--- src/rtl/decode_pkg.sv ---
// Shared widths, field positions, opcodes and the decoded-bundle types for the instruction decoder.
// Optional DECODE_ILLEGAL_EN adds an illegal-opcode flag to the class flags.
package decode_pkg;

  localparam int INSTR_W = 33;
  localparam int REG_W   = 4;
  localparam int IMM_W   = 16;
  localparam int OPC_W   = 5;
  localparam int SEXT_W  = 2 * IMM_W;

  localparam int OPC_LSB  = 28;
  localparam int DEST_LSB = 24;
  localparam int SRC1_LSB = 20;
  localparam int SRC2_LSB = 16;
  localparam int IMM_LSB  = 0;

  localparam logic [OPC_W-1:0] OPC_NOP   = 5'h00;
  localparam logic [OPC_W-1:0] OPC_LOAD  = 5'h01;
  localparam logic [OPC_W-1:0] OPC_LOADI = 5'h02;
  localparam logic [OPC_W-1:0] OPC_STORE = 5'h03;
  localparam logic [OPC_W-1:0] OPC_ADD   = 5'h05;
  localparam logic [OPC_W-1:0] OPC_ADDI  = 5'h06;
  localparam logic [OPC_W-1:0] OPC_BNE   = 5'h0E;

  typedef struct packed {
`ifdef DECODE_ILLEGAL_EN
    logic illegal;
`endif
    logic is_load;
    logic is_load_imm;
    logic is_store;
    logic is_alu_reg;
    logic is_alu_imm;
    logic is_branch;
    logic writes_reg;
  } flags_t;

  typedef struct packed {
    logic [OPC_W-1:0] opcode;
    logic [REG_W-1:0] reg_dest;
    logic [REG_W-1:0] reg_source_1;
    logic [REG_W-1:0] reg_source_2;
    logic [IMM_W-1:0] immediate;
    flags_t           flags;
  } decoded_t;

  function automatic logic [SEXT_W-1:0] sext_imm(input logic [IMM_W-1:0] imm);
    return {{IMM_W{imm[IMM_W-1]}}, imm};
  endfunction

endpackage

--- src/rtl/decode_if.sv ---
// Fetch-to-execute decoder bus: raw instruction in, registered decoded fields and class flags out.
// DECODE_ILLEGAL_EN adds the illegal output.
interface decode_if;
  import decode_pkg::*;

  logic               instr_valid;
  logic [INSTR_W-1:0] instruction;
  logic               out_valid;
  logic [OPC_W-1:0]   opcode;
  logic [REG_W-1:0]   reg_dest;
  logic [REG_W-1:0]   reg_source_1;
  logic [REG_W-1:0]   reg_source_2;
  logic [IMM_W-1:0]   immediate;
  logic [SEXT_W-1:0]  imm_sext;
  logic               is_load;
  logic               is_load_imm;
  logic               is_store;
  logic               is_alu_reg;
  logic               is_alu_imm;
  logic               is_branch;
  logic               writes_reg;
`ifdef DECODE_ILLEGAL_EN
  logic               illegal;
`endif

  modport master (
`ifdef DECODE_ILLEGAL_EN
    input  illegal,
`endif
    output instr_valid, instruction,
    input  out_valid, opcode, reg_dest, reg_source_1, reg_source_2, immediate, imm_sext,
    input  is_load, is_load_imm, is_store, is_alu_reg, is_alu_imm, is_branch, writes_reg
  );

  modport slave (
`ifdef DECODE_ILLEGAL_EN
    output illegal,
`endif
    input  instr_valid, instruction,
    output out_valid, opcode, reg_dest, reg_source_1, reg_source_2, immediate, imm_sext,
    output is_load, is_load_imm, is_store, is_alu_reg, is_alu_imm, is_branch, writes_reg
  );

endinterface

--- src/rtl/decode_classify.sv ---
// Combinational opcode-to-class-flag lookup; at most one class flag is ever set.
// DECODE_ILLEGAL_EN flags opcodes outside 0x00-0x07 and 0x0C-0x0F.
module decode_classify
  import decode_pkg::*;
(
  input  logic [OPC_W-1:0] opcode,
  output flags_t           flags
);

  always_comb begin
    flags = '0;
    case (opcode)
      OPC_NOP:                        ;
      OPC_LOAD:                       flags.is_load     = 1'b1;
      OPC_LOADI:                      flags.is_load_imm = 1'b1;
      OPC_STORE:                      flags.is_store    = 1'b1;
      5'h04, OPC_ADD:                 flags.is_alu_reg  = 1'b1;
      OPC_ADDI, 5'h07:                flags.is_alu_imm  = 1'b1;
      5'h0C, 5'h0D, OPC_BNE, 5'h0F:   flags.is_branch   = 1'b1;
      default: begin
`ifdef DECODE_ILLEGAL_EN
        flags.illegal = 1'b1;
`endif
      end
    endcase
    // Illegal opcodes never raise a class flag, so they can never write a register.
    flags.writes_reg = flags.is_load | flags.is_load_imm | flags.is_alu_reg | flags.is_alu_imm;
  end

endmodule

--- src/rtl/decode_instruction.sv ---
// One-cycle registered decoder: slices the 33-bit word into fields and registers them with class flags.
// Optional DECODE_ILLEGAL_EN adds a registered illegal-opcode output.
module decode_instruction
  import decode_pkg::*;
(
  input  logic   clk,
  input  logic   rst_n,
  decode_if.slave bus
);

  decoded_t dec_d, dec_q;
  logic     out_valid_d, out_valid_q;
  flags_t   cls_flags;

  decode_classify u_classify (
    .opcode (bus.instruction[OPC_LSB +: OPC_W]),
    .flags  (cls_flags)
  );

  // Fields hold across idle cycles; flags only ever describe the instruction just accepted.
  always_comb begin
    dec_d       = dec_q;
    dec_d.flags = '0;
    out_valid_d = bus.instr_valid;
    if (bus.instr_valid) begin
      dec_d.opcode       = bus.instruction[OPC_LSB  +: OPC_W];
      dec_d.reg_dest     = bus.instruction[DEST_LSB +: REG_W];
      dec_d.reg_source_1 = bus.instruction[SRC1_LSB +: REG_W];
      dec_d.reg_source_2 = bus.instruction[SRC2_LSB +: REG_W];
      dec_d.immediate    = bus.instruction[IMM_LSB  +: IMM_W];
      dec_d.flags        = cls_flags;
    end
  end

  always_ff @(posedge clk or negedge rst_n) begin
    if (!rst_n) begin
      dec_q       <= '0;
      out_valid_q <= 1'b0;
    end else begin
      dec_q       <= dec_d;
      out_valid_q <= out_valid_d;
    end
  end

  assign bus.out_valid    = out_valid_q;
  assign bus.opcode       = dec_q.opcode;
  assign bus.reg_dest     = dec_q.reg_dest;
  assign bus.reg_source_1 = dec_q.reg_source_1;
  assign bus.reg_source_2 = dec_q.reg_source_2;
  assign bus.immediate    = dec_q.immediate;
  assign bus.imm_sext     = sext_imm(dec_q.immediate);
  assign bus.is_load      = dec_q.flags.is_load;
  assign bus.is_load_imm  = dec_q.flags.is_load_imm;
  assign bus.is_store     = dec_q.flags.is_store;
  assign bus.is_alu_reg   = dec_q.flags.is_alu_reg;
  assign bus.is_alu_imm   = dec_q.flags.is_alu_imm;
  assign bus.is_branch    = dec_q.flags.is_branch;
  assign bus.writes_reg   = dec_q.flags.writes_reg;
`ifdef DECODE_ILLEGAL_EN
  assign bus.illegal      = dec_q.flags.illegal;
`endif

endmodule

--- src/flat_wrapper.sv ---
// flat-port wrapper written by rule: the top's interface ports become plain ports
module decode_instruction_flat import decode_pkg::*;
  (clk, rst_n, bus_instr_valid, bus_instruction, bus_out_valid, bus_opcode, bus_reg_dest, bus_reg_source_1, bus_reg_source_2, bus_immediate, bus_imm_sext, bus_is_load, bus_is_load_imm, bus_is_store, bus_is_alu_reg, bus_is_alu_imm, bus_is_branch, bus_writes_reg);
  decode_if bus_i ();
  input  logic clk;
  input  logic rst_n;
  input wire logic [$bits(bus_i.instr_valid)-1:0] bus_instr_valid;
  input wire logic [$bits(bus_i.instruction)-1:0] bus_instruction;
  output wire logic [$bits(bus_i.out_valid)-1:0] bus_out_valid;
  output wire logic [$bits(bus_i.opcode)-1:0] bus_opcode;
  output wire logic [$bits(bus_i.reg_dest)-1:0] bus_reg_dest;
  output wire logic [$bits(bus_i.reg_source_1)-1:0] bus_reg_source_1;
  output wire logic [$bits(bus_i.reg_source_2)-1:0] bus_reg_source_2;
  output wire logic [$bits(bus_i.immediate)-1:0] bus_immediate;
  output wire logic [$bits(bus_i.imm_sext)-1:0] bus_imm_sext;
  output wire logic [$bits(bus_i.is_load)-1:0] bus_is_load;
  output wire logic [$bits(bus_i.is_load_imm)-1:0] bus_is_load_imm;
  output wire logic [$bits(bus_i.is_store)-1:0] bus_is_store;
  output wire logic [$bits(bus_i.is_alu_reg)-1:0] bus_is_alu_reg;
  output wire logic [$bits(bus_i.is_alu_imm)-1:0] bus_is_alu_imm;
  output wire logic [$bits(bus_i.is_branch)-1:0] bus_is_branch;
  output wire logic [$bits(bus_i.writes_reg)-1:0] bus_writes_reg;
  assign bus_i.instr_valid = bus_instr_valid;
  assign bus_i.instruction = bus_instruction;
  assign bus_out_valid = bus_i.out_valid;
  assign bus_opcode = bus_i.opcode;
  assign bus_reg_dest = bus_i.reg_dest;
  assign bus_reg_source_1 = bus_i.reg_source_1;
  assign bus_reg_source_2 = bus_i.reg_source_2;
  assign bus_immediate = bus_i.immediate;
  assign bus_imm_sext = bus_i.imm_sext;
  assign bus_is_load = bus_i.is_load;
  assign bus_is_load_imm = bus_i.is_load_imm;
  assign bus_is_store = bus_i.is_store;
  assign bus_is_alu_reg = bus_i.is_alu_reg;
  assign bus_is_alu_imm = bus_i.is_alu_imm;
  assign bus_is_branch = bus_i.is_branch;
  assign bus_writes_reg = bus_i.writes_reg;
  decode_instruction u_core (.clk(clk), .rst_n(rst_n), .bus(bus_i));
endmodule
--- config.mk ---
export PLATFORM = sky130hd
export DESIGN_NAME = decode_instruction_flat
export DESIGN_NICKNAME = d
export VERILOG_FILES = /design/src/rtl/decode_pkg.sv /design/src/rtl/decode_if.sv /design/src/rtl/decode_classify.sv /design/src/rtl/decode_instruction.sv /design/src/flat_wrapper.sv
export SDC_FILE = /design/constraint.sdc
export NUM_CORES = 1
export LEC_CHECK = 0
export ABC_AREA = 1
export CAP_MARGIN = 15
export CORE_AREA = 3 3 78 80
export CTS_BUF_LIST = sky130_fd_sc_hd__clkbuf_8
export CTS_CLUSTER_DIAMETER = 40
export DETAILED_ROUTE_END_ITERATION = 12
export DIE_AREA = 0 0 81 83
export PLACE_DENSITY = 0.73
export SLEW_MARGIN = 20
export SYNTH_ARGS = -nofsm -noshare
export SYNTH_HDL_FRONTEND = slang
export SYNTH_HIERARCHICAL = 1
export SYNTH_SLANG_ARGS = --single-unit
--- constraint.sdc ---
create_clock -name clk -period 1.3 [get_ports clk]
set_clock_uncertainty 0.1 [all_clocks]
set_input_delay 0.195 -clock clk [delete_from_list [all_inputs] [get_ports clk]]
set_output_delay 0.195 -clock clk [all_outputs]
set_load 0.005 [all_outputs]
* Word level (Yosys, flattened, before mapping)
Cells that the tools add are included.
** Storage, ports and cells
- Flip-flop bits (word level) :: 41
- Input port bits :: 36
- Output and inout port bits :: 73
- Logic and storage cells :: 37
** Operators by class
- Equal/unequal tests :: 11
- Multiplexer cells :: 7
- Bitwise operators :: 3
- Reductions and logical operators :: 3
** Operators with widths (number)
- == test 5 x 3 -> 1 bit (second input constant) :: 4
- == test 5 x 4 -> 1 bit (second input constant) :: 4
- == test 5 x 2 -> 1 bit (second input constant) :: 2
- 2-to-1 mux 7 bit :: 1
- 2-to-1 mux 1 bit :: 6
- == test 5 x 1 -> 1 bit (second input constant) :: 1
- OR reduction 2 bit :: 2
- OR reduction 4 bit :: 1
- bitwise OR 1 bit :: 3

* Longest topological paths before layout
- Depth after elaboration :: 6
- Depth in mapped cells :: 6

* Cells and area by module
The synthesis kept the hierarchy.
** By module, submodules not included
- decode_instruction :: times used 1, cells an instance 195, area each 1814.2 µm²
- decode_classify :: times used 1, cells an instance 19, area each 81.3 µm²

* Worst setup path before layout
OpenSTA, ideal clock, no wires.
- Path type :: register to output
- Start :: reg u_core.dec_q, in the netlist u_core/bus.immediate[15]
- End :: out bus_imm_sext[16]
- Arrival :: 0.778 ns
- Data required time :: 1.005 ns
- Slack :: 0.227 ns
- Stages on the path, launching flop included :: 2
- Cell sequence :: dfrtp_1 > buf_4
** RTL lines
- start, declared :: RTL line decode_instruction.sv:11 : decoded_t dec_d, dec_q;
- start signal, assigned :: RTL line decode_instruction.sv:37 : dec_q <= '0;
- start signal, assigned :: RTL line decode_instruction.sv:40 : dec_q <= dec_d;
- end, declared :: RTL line flat_wrapper.sv:15 : output wire logic [$bits(bus_i.imm_sext)-1:0] bus_imm_sext;
No word-level cell between the ends.

* Final worst setup path
- Start :: reg u_core.dec_q, in the netlist u_core/bus.immediate[15]
- End :: out bus_imm_sext[22]
No word-level cell between the ends.

==> results.md <==
- PwrDens: ~1000 nW/µm²
- Floorplan row count: 27
- Fmax achieved: roughly 0.74 GHz
- Avg Vias per Cell: around 4.2
- Die X: 81 µm
- RSZ-0062 raised after global routing: true
- Initial antenna violation count: 0
- Pleak: ~0.0017 µW
- Final Hold Vio Count: 0
- Period utilization: 1.042
- Fin. max-slew vios: 0
- Total grt overflow: 0
- Ant diodes: 0
- Synthesized area: between 1500 and 2000 µm²
- Synth warnings: 6
- Layout area overhead: 58.28%
- Initial Util: 0.3464
- Syn_area_per_cell: 8.858 µm²
- Die Y: roughly 83 µm
- Max VDD drop: ~0.55 mV
- H-tree depth: 2
- Worst hold margin: roughly 0.14 ns
- First-pass GRT wire length: slightly below 8000 µm
- CP Launch Point: u_core/bus.immediate[15]
- Clock Sinks: 41
- WHS Path Cells: 3
- Endpoint class of the critical path: output pin
- Port-buffer cells: roughly 110
- # DRC: 0
- Iter 0 DRT Violations: 44
- CTS Root Cell: clkbuf_8
- Proportion of layout cells with a drive suffix above 1: 0.2261
- Fillers: roughly 530
- Antenna Nets Post-Route: 0
- Dpl cell area: ~2800 µm²
- Metal2 WL: between 2000 and 3000 µm
- Yosys cell types: 12
- # setup viols final: 11
- Largest register FFs: 16
- Status: complete, but fails checks
- Worst Setup Slack, final: -0.05493 ns
- Crit-path max FO: 6
- CTS clk-pin slew, worst paths: roughly 0.070 ns
- Arr. time, crit path: 1.06 ns
- Ports: about 110
- WL/cell: between 10 and 15 µm
- Longest Clk Path Bufs: 2
- CTS tree: yes
- Met3 Routed Length: around 320 µm
- Total GRT Usage: 0.1477
- Yosys reg bits: between 40 and 50
- Slew @ Worst Pin: between 0.4 and 0.5 ns
- Sequential-to-total area share from yosys stat: 0.5413
- Final Non-Filler Cells: between 300 and 400
- Vias in the first global route: between 1.5k and 2k
- Final instance area: between 3000 and 4000 µm²
- Max_slew headroom: 0.7326
- CORE AREA: ~5500 µm²
- CP Launch Type: flip-flop
- GP Congestion: 0.7332
- Die ar.: 6723 µm²
- Top layer reached by signal wires: met4
- Hold Startpoint: bus_instr_valid
- DRT Pass-1 Iters: 5
- Final net count: between 300 and 400
- R2R Path Start: u_core/bus.immediate[15]
- Worst slack at placement: -0.07445 ns
- Tmin final: about 1.4 ns
- Dpl hpwl: around 3300 µm
- WS Path Type: flip-flop to output pin
- Req. time, crit path: 1.00 ns
- Placed Cells incl. Taps: about 360
- Synth Instances: 214
- Vias: between 1.5k and 2k
- Clk_lat worst skew: about 0.28 ns
- Mapped Nets: 250
- Wire length after detailed routing: 4612 µm
- Num CTS Buffers: 5
- Metal-1 WL: ~1600 µm
- Worst min path class: primary input to flip-flop
- Reg2reg path depth: 4
- Pin count of the biggest net entering global routing: 34
- Max_cap viols: 0
- Failing checks: setup timing
## worst max-delay path, cell delays in order (launching register included)
cell,delay (ns)
dfrtp_1,0.40
buf_6,0.14
buf_12,0.13
buf_6,0.10
## cell families (layout without fill, tap and decap cells)
group | count (synthesis) | in the layout | share of synthesized area
AND/OR/NAND/NOR | 119 | 119 | 0.2541
buffers and inverters | 54 | 154 | 0.2046
flip-flops | 41 | 41 | 0.5413
## layer usage
layer  GRT usage  vias up
met5           0        -
met4     0.05069        0
met3     0.03579        4
met2      0.2845       61
met1      0.1482      751
li1            -      797
## metrics by stage
step	TNS, ns	power [µW]	util
final	-0.5837	2991	0.5482
after global routing	-0.9868	3191	0.5482
after CTS	-1.913	3092	0.5642
after detailed placement	-0.4881	2192	0.5110
after global placement	-0.1286	2176	0.5110
after floorplan	0	1765	-
## cells in the mapped netlist
| cell type | n | area (µm²) |
|---|---|---|
| buf_6 | 4 | 45.04 |
| nand2_2 | 10 | 62.56 |
| inv_8 | 1 | 11.26 |
| nand2_1 | 98 | 367.9 |
| buf_4 | 35 | 262.8 |
| nor3_1 | 1 | 5.000 |
| nor2_2 | 2 | 12.51 |
| dfrtp_1 | 41 | 1026 |
| nor2_1 | 5 | 18.77 |
| buf_12 | 1 | 20.02 |
| nand3_1 | 3 | 15.01 |
| inv_1 | 13 | 48.80 |
## cells in the final DEF, fill, tap and decap left out, types with 5 or more instances in the layout
cell type        synthesis  final
buf_4                   35     16
buf_6                    4     21
clkbuf_2                 0      9
clkbuf_8                 0      6
clkdlybuf4s50_1          0     33
dfrtp_1                 41     41
dlygate4sd2_1            0     43
inv_1                   13     14
nand2_1                 98     98
nand2_2                 10     10
nor2_1                   5      5
## worst paths after layout
kind | end | slack (ns)
worst max-delay path | bus_imm_sext[22] | -0.05
worst min-delay path | u_core/bus.reg_source_1[1] | 0.14
worst max register to register | u_core/bus.immediate[15] | 0.32
worst min register to register | u_core/bus.opcode[3] | 0.37
max in group asynchronous | u_core/bus.reg_source_2[2] | 0.37
min in group asynchronous | u_core/bus.immediate[10] | 0.27
## power breakdown
part           total (µW)  internal [µW]  switching [µW]
logic                 747            456             292
registers            1420           1370            52.8
clock network         820            413             407
## final cells by class
| type | count | area, µm² | share of cell area |
|---|---|---|---|
| sequential | 41 | 1026 | 0.3420 |
| timing repair buffer | 133 | 1256 | 0.4187 |
| clock inverter | 1 | 3.754 | 0.001251 |
| multi-input combinational | 119 | 481.7 | 0.1606 |
| inverter | 14 | 60.06 | 0.02002 |
| tap | 72 | 90.09 | 0.03002 |
| clock buffer | 6 | 82.58 | 0.02752 |
## timing repair
action                                  4_1_cts  5_1_grt
resized for setup                           156       13
buffers inserted                             20        0
pin swaps                                     0        0
endpoints found under the setup margin       73       30
hold endpoints to repair                     15        0
cloned                                        2        0
hold buffers                                  1        0
(Power assumes the default switching activity.)
